File: src/rtl/instr_sequencer.sv
// Program-memory reader: owns the PC, fetches 35-bit words from the async ROM, splits them into
// fields and issues them over valid/ready. Optional INSTR_SKIP_NOP_EN skips all-zero words in FETCH.

// Opcode codes normally come from CPU.vh; these apply only when it has not been preloaded.
`ifndef JMP
`define JMP 4'd4
`endif
`ifndef ATC
`define ATC 4'd5
`endif
`ifndef UNC
`define UNC 3'd0
`endif

module instr_sequencer #(
  parameter logic [7:0] RESET_PC = 8'd0
) (
  input  logic        clk,
  input  logic        reset,
  output logic [7:0]  rom_addr,
  input  logic [34:0] rom_data,
  output logic        instr_valid,
  input  logic        instr_ready,
  output logic [3:0]  cmd,
  output logic [2:0]  op,
  output logic [1:0]  src_type,
  output logic [7:0]  src_val,
  output logic [1:0]  dst_type,
  output logic [7:0]  dst_val,
  output logic [7:0]  jmp_addr,
  input  logic        br_valid,
  input  logic        br_taken,
  output logic [7:0]  pc
);

  typedef enum logic [1:0] {StFetch, StIssue, StWaitBr} state_e;

  state_e      state_q, state_d;
  logic [7:0]  pc_q, pc_d;
  logic [34:0] instr_q, instr_d;
  logic        valid_q, valid_d;
  logic        skip_nop;
  logic        is_uncond;
  logic        is_cond;

`ifdef INSTR_SKIP_NOP_EN
  assign skip_nop = (rom_data == 35'd0);
`else
  assign skip_nop = 1'b0;
`endif

  assign cmd      = instr_q[34:31];
  assign op       = instr_q[30:28];
  assign src_type = instr_q[27:26];
  assign src_val  = instr_q[25:18];
  assign dst_type = instr_q[17:16];
  assign dst_val  = instr_q[15:8];
  assign jmp_addr = instr_q[7:0];

  assign rom_addr    = pc_q;
  assign pc          = pc_q;
  assign instr_valid = valid_q;

  assign is_uncond = (cmd == `JMP) && (op == `UNC);
  assign is_cond   = ((cmd == `JMP) && !is_uncond) || (cmd == `ATC);

  always_ff @(posedge clk or posedge reset) begin
    if (reset) begin
      state_q <= StFetch;
      pc_q    <= RESET_PC;
      instr_q <= '0;
      valid_q <= 1'b0;
    end else begin
      state_q <= state_d;
      pc_q    <= pc_d;
      instr_q <= instr_d;
      valid_q <= valid_d;
    end
  end

  always_comb begin
    state_d = state_q;
    pc_d    = pc_q;
    instr_d = instr_q;
    valid_d = valid_q;
    unique case (state_q)
      StFetch: begin
        if (skip_nop) begin
          pc_d = pc_q + 8'd1;
        end else begin
          instr_d = rom_data;
          valid_d = 1'b1;
          state_d = StIssue;
        end
      end
      StIssue: begin
        if (instr_ready) begin
          valid_d = 1'b0;
          if (is_uncond) begin
            pc_d    = jmp_addr;
            state_d = StFetch;
          end else if (is_cond) begin
            state_d = StWaitBr;
          end else begin
            pc_d    = pc_q + 8'd1;
            state_d = StFetch;
          end
        end
      end
      StWaitBr: begin
        if (br_valid) begin
          pc_d    = br_taken ? jmp_addr : pc_q + 8'd1;
          state_d = StFetch;
        end
      end
      default: state_d = StFetch;
    endcase
  end

endmodule

File: config.mk
export PLATFORM = sky130hd
export DESIGN_NAME = instr_sequencer
export DESIGN_NICKNAME = d
export VERILOG_FILES = /design/src/rtl/instr_sequencer.sv
export SDC_FILE = /design/constraint.sdc
export NUM_CORES = 1
export LEC_CHECK = 0
export BUFFER_PORTS_ARGS = -buffer_cell sky130_fd_sc_hd__buf_2
export CORE_MARGIN = 4
export CORE_UTILIZATION = 47
export CTS_CLUSTER_SIZE = 14
export DETAILED_ROUTE_END_ITERATION = 10
export PLACE_DENSITY = 0.79
export SYNTH_ARGS = -nofsm -noshare
export SYNTH_HDL_FRONTEND = slang
export SYNTH_SLANG_ARGS = --single-unit
export TNS_END_PERCENT = 30
File: constraint.sdc
create_clock -name clk -period 2.1 [get_ports clk]
set_clock_uncertainty 0.1 [all_clocks]
set_input_delay 0.105 -clock clk [delete_from_list [all_inputs] [get_ports clk]]
set_output_delay 0.105 -clock clk [all_outputs]
set_load 0.05 [all_outputs]
==> results of run 1 <==
-- stage by stage --
stage / std cells / hold slack [ns] / area (µm²) / worst slack (ns) / util [%]
2_1_floorplan: 156 / 0.0941 / 2110 / 0.0512 / -
3_3_place_gp: 290 / 0.0441 / 2580 / 0.260 / 59.3
3_5_place_dp: 290 / 0.0513 / 2580 / 0.234 / 59.3
4_1_cts: 336 / 0.257 / 3100 / 0.206 / 71.2
5_1_grt: 336 / 0.314 / 3100 / 0.0988 / 71.2
6_report: 336 / 0.271 / 3100 / 0.200 / 71.2
-- synth_stat cells, types with 2 or more instances --
cell type   n
buf_4       8
nand3_1     5
a2bb2oi_1   7
inv_1       4
o22ai_1     2
nor2_1      2
buf_2       4
mux2_2     34
nor3_1      2
a21oi_1     2
and3b_1     2
dfrtp_1    46
and3_1      2
nand2_1     8
mux2i_1     7
o2bb2a_4    3
o21ai_0     4
-- routing by layer --
metal  vias up  routed length (µm)
li1        810                   -
met1       800                2150
met2        79                2530
met3         7                 472
met4         0                  81
met5         -                   0
-- flip-flops by register name, indices dropped and copies added, names as in the netlist --
register	cells
instr_q	35
pc	8
instr_valid	1
state_q	2
-- worst max-delay path by stage --
stage                                    to  cells after the start
final                     pc[3]$_DFFE_PP0P_                      4
after global routing      pc[3]$_DFFE_PP0P_                      4
after CTS                 pc[3]$_DFFE_PP0P_                      4
after detailed placement  pc[3]$_DFFE_PP0P_                      4
after global placement    pc[3]$_DFFE_PP0P_                      4
after floorplan           pc[4]$_DFFE_PP0P_                      5
-- worst min-delay path, stage by stage --
cell,delay (ns)
dlygate4sd3_1,0.54
buf_2,0.13
inv_2,0.34
-- kinds of logic (layout without fill, tap and decap cells) --
family          count (synthesis)  count (layout)  share of synthesized area (%)
compound gates                 22              22                           10.4
fa+ha+maj                       1               1                          0.592
buf+inv                        18             146                           5.21
flops                          46              46                           54.5
mux                            41              41                           21.4
simple gates                   28              28                           7.93
-- cell type report --
class,count,area [µm²]
fill,308,1250
clock inverter,3,68.8
timing repair buffer,134,873
tap,52,65.1
clock buffer,5,68.8
inverter,4,15.0
multi-input combinational,92,860
sequential,46,1150
-- repair_timing --
item,4_1_cts,5_1_grt
setup endpoints to repair,0,0
hold buffers,38,0
endpoints found under the hold margin,57,0
==> results.sh, run 1 <==
export IMPL_status="completed"
export IMPL_rr_startpoint="state_q[0]$_DFFE_PP0P_"
export IMPL_final_cell_mix="buf_2, dfrtp_1, dlygate4sd3_1, mux2_2, nand2_1"
export IMPL_synth_seq_area_share_pct=54.5
export IMPL_grt_pass1_wl_mm=8.29
export IMPL_grt_busiest_layer="met2"
export IMPL_avgViaCountPerCell=5.05
export IMPL_cts_sinks=46
export IMPL_slew_violations=0
export IMPL_crit_fanout=15
export IMPL_nNetsFinal=324
export IMPL_grt_start_max_net_pins=28
export IMPL_hpwl_mm=3.47
export IMPL_min_delay_path_class="primary input to async pin"
export IMPL_numCtsBuffers=5
export IMPL_dr_pass1_iters=4
export IMPL_routedWlPerCell_um=15.6
export IMPL_drv_cap=0
export IMPL_cp_buffers_inverters=0
export IMPL_grt_pass1_vias=1752
export IMPL_postSynthAreaPerCell_um2=13.5
export IMPL_yosysWarnings=0
export IMPL_end_kind="flip-flop"
export IMPL_ff2ff_setup_slack_ns=0.20
export IMPL_grt_setup_unrepaired="false"
export IMPL_path_clk_slew_ns=0.09
export IMPL_cts_tree="built"
export IMPL_slowest_delay_ns=0.51
export IMPL_met1_usage_pct=23.9
export IMPL_async_flop_share_pct=100
export IMPL_grt_overflow_total=0
export IMPL_hold_viol_final=0
export IMPL_rr_endpoint="pc[3]$_DFFE_PP0P_"
export IMPL_ys_seq_elements=46
export IMPL_final_common_cell="buf_2"
export IMPL_crit_path_cell_trace="nand2b_1, a31oi_4, mux2_2, a2bb2oi_1"
export IMPL_io_pin_count=92
export IMPL_critPathKind="flip-flop to flip-flop"
export IMPL_tns_ns=0
export IMPL_fp_dieW_um=75.1
export IMPL_grt_usage_pct=19.9
export IMPL_yosys_area_top_type="dfrtp_1"
export IMPL_ys_types=31
export IMPL_antenna_found_initial=0
export IMPL_ys_flop_type="dfrtp_1"
export IMPL_yosysTopAreaCellShare_pct=54.5
export IMPL_worstSkewPairLatency_ns=0.30
export IMPL_start_util_pct=48.5
export IMPL_relSlewSlack_pct=64.7
export IMPL_worstRegToRegCells=4
export IMPL_setup_viol=0
export IMPL_drc_errors=0
export IMPL_die_area_um2=5630
export IMPL_synth_edf_count=0
export IMPL_vias=1696
export IMPL_cts_post_setup_buffers_inserted=0
export IMPL_portBuffers=91
export IMPL_crit_path_top_delay_cell="a31oi_4"
export IMPL_grtUsageMet2_pct=32.3
export IMPL_fp_coreArea_um2=4350
export IMPL_antenna_left=0
export IMPL_crit_path_start_kind="flip-flop"
export IMPL_synth_nets=197
export IMPL_first_iter_violations=51
export IMPL_crit_family="compound AO/OA/AOI/OAI gates"
export IMPL_post_route_period_util_pct=90.5
export IMPL_rows=24
export IMPL_num_antenna_cells=0
export IMPL_tightest_slew_ns=0.530
export IMPL_htreeDepth=2
export IMPL_cts_root_buffer="clkbuf_8"
export IMPL_cts_resized=0
export IMPL_syn2layout_area_growth_pct=46.8
export IMPL_ys_top_cells_by_area="dfrtp_1, mux2_2, mux2i_1, a2bb2oi_1, o2bb2a_4"
export IMPL_fin_crit_ns=1.90
export IMPL_fmax_mhz=526
export IMPL_netlist_instances=156
export IMPL_synthesis_area_um2=2110
export IMPL_grtUsageMet3_pct=6.81
export IMPL_cp_arrival_ns=2.03
export IMPL_drive_gt1_share_pct=52.1
export IMPL_worstPathRequired_ns=2.23
export IMPL_clockBufferDepth=2
export IMPL_gp_congestion=0.724
export IMPL_startpoint="state_q[0]$_DFFE_PP0P_"
export IMPL_wl_mm=5.23
export IMPL_die_h_um=75.1
Power of run 1 is left out: the tool's default activity adds up to more than one toggle a clock period on the data nets, which glitch-free logic cannot reach.
==> run 2: changes to the inputs <==
Settings changed: RECOVER_POWER set to 25.
==> run 2 against run 1 <==
Count of clock-buffer cells in the layout did not move; sequential share of layout area rose by 0.060 points; register-to-register slack barely moved; routed wire length up 0.11%; first-iteration DRC count did not move; largest cell class unchanged.
==> results.sh, run 2 (synthesis results as in run 1) <==
export IMPL_die_area_um2=5630
export IMPL_crit_family="compound AO/OA/AOI/OAI gates"
export IMPL_grtUsageMet3_pct=6.81
export IMPL_fp_coreArea_um2=4350
export IMPL_final_cell_mix="buf_2, dfrtp_1, dlygate4sd3_1, mux2_2, nand2_1"
export IMPL_end_kind="flip-flop"
export IMPL_tightest_slew_ns=0.839
export IMPL_fmax_mhz=528
export IMPL_portBuffers=91
export IMPL_final_common_cell="buf_2"
export IMPL_status="completed"
export IMPL_dpl_instance_area_um2=2580
export IMPL_crit_path_cell_trace="nand2b_1, a31oi_4, mux2_2, a2bb2oi_1"
export IMPL_nNetsFinal=324
export IMPL_drv_cap=0
export IMPL_slew_violations=0
export IMPL_io_pin_count=92
export IMPL_seq_area_um2=1150
export IMPL_fp_dieW_um=75.1
export IMPL_relSlewSlack_pct=44.0
export IMPL_grt_pass1_vias=1752
export IMPL_final_cell_area_um2=3100
export IMPL_start_util_pct=48.5
export IMPL_cp_arrival_ns=2.02
export IMPL_tns_ns=0
export IMPL_cts_tree="built"
export IMPL_die_h_um=75.1
export IMPL_htreeDepth=2
export IMPL_drive_gt1_share_pct=51.1
export IMPL_regMostFlops="instr_q"
export IMPL_crit_path_start_kind="flip-flop"
export IMPL_worstSkewPairLatency_ns=0.30
export IMPL_largest_reg_flops=35
export IMPL_filler_cell_count=311
export IMPL_grt_usage_pct=19.9
export IMPL_wl_mm=5.23
export IMPL_met1_usage_pct=23.9
export IMPL_min_delay_path_class="primary input to flip-flop"
export IMPL_multi_input_area_um2=860
export IMPL_grt_busiest_layer="met2"
export IMPL_hpwl_mm=3.47
export IMPL_gp_congestion=0.724
export IMPL_cts_sinks=46
export IMPL_slowest_delay_ns=0.50
export IMPL_syn2layout_area_growth_pct=46.5
export IMPL_grt_pass1_wl_mm=8.29
export IMPL_cts_root_buffer="clkbuf_8"
export IMPL_antenna_found_initial=0
export IMPL_path_clk_slew_ns=0.09
export IMPL_antenna_left=0
export IMPL_avgViaCountPerCell=5.06
export IMPL_grtUsageMet2_pct=32.3
export IMPL_routedWlPerCell_um=15.6
export IMPL_crit_path_top_delay_cell="a31oi_4"
export IMPL_grt_start_max_net_pins=28
export IMPL_num_antenna_cells=0
export IMPL_hold_viol_final=0
export IMPL_crit_fanout=15
export IMPL_clockBufferDepth=2
export IMPL_numCtsBuffers=5
export IMPL_cp_buffers_inverters=0
export IMPL_post_route_period_util_pct=90.2
export IMPL_dr_pass1_iters=4
export IMPL_grt_overflow_total=0
export IMPL_vias=1700
export IMPL_critPathKind="flip-flop to flip-flop"
export IMPL_setup_viol=0
export IMPL_rows=24
export IMPL_grt_setup_unrepaired="false"
export IMPL_fin_crit_ns=1.89
export IMPL_first_iter_violations=51
export IMPL_worstPathRequired_ns=2.23
export IMPL_drc_errors=0
==> run 2: cell count changes in the layout (fill, tap and decap cells not counted) <==
cell,before,now
inv_1,3,4
buf_2,91,90
buf_4,5,4
inv_2,1,0
clkbuf_1,0,2
==> run 2: repair_timing <==
item / CTS / global route
resized for setup: 0 / 0
setup buffers: 0 / 0
hold buffers: 38 / 0
endpoints found under the hold margin: 57 / 0
==> run 2: layout make-up <==
| class | instances | share of cell area, % |
|---|---|---|
| multi-input cells | 92 | 27.8 |
| well taps | 52 | 2.10 |
| clock buffers | 5 | 2.22 |
| flip-flops and latches | 46 | 37.2 |
| inverters | 4 | 0.485 |
| repair buffers | 134 | 28.0 |
| clock inverters | 3 | 2.22 |
==> run 2: tightest hold or removal path, stage by stage <==
cell and delay [ns]:
buf_2 0.08, and3b_1 0.19, a31oi_4 0.11, o22ai_1 0.14, mux2i_1 0.09
==> run 2: final timing paths <==
| kind | startpoint | to | slack, ns | cells past startpoint |
|---|---|---|---|---|
| worst max-delay path | state_q[0]$_DFFE_PP0P_ | pc[3]$_DFFE_PP0P_ | 0.21 | 4 |
| worst min-delay path | br_taken | pc[0]$_DFFE_PP0P_ | 0.35 | 5 |
| worst max register to register | state_q[0]$_DFFE_PP0P_ | pc[3]$_DFFE_PP0P_ | 0.21 | 4 |
| worst min register to register | instr_q[10]$_DFFE_PP0P_ | instr_q[10]$_DFFE_PP0P_ | 0.41 | 1 |
| max in group asynchronous | reset | instr_q[7]$_DFFE_PP0P_ | 0.39 | 4 |
| min in group asynchronous | reset | instr_q[22]$_DFFE_PP0P_ | 0.42 | 3 |
==> run 2: stage by stage <==
stage | worst slack [ns] | std cells | hold WS [ns] | utilization, %
after detailed placement | 0.234 | 290 | 0.0513 | 59.3
after global routing | 0.0988 | 336 | 0.392 | 71.1
final | 0.206 | 336 | 0.345 | 71.1
after global placement | 0.260 | 290 | 0.0441 | 59.3
after floorplan | 0.0512 | 156 | 0.0941 | -
after CTS | 0.206 | 336 | 0.257 | 71.2
==> run 2: per-layer routing <==
layer	part of all wire (%)	up-vias	wire (µm)
met5	0	-	0
met4	1.5	0	81
met3	9.2	7	480
met2	48	83	2530
met1	41	799	2140
li1	-	811	-
Power of run 2 is left out for the same reason.
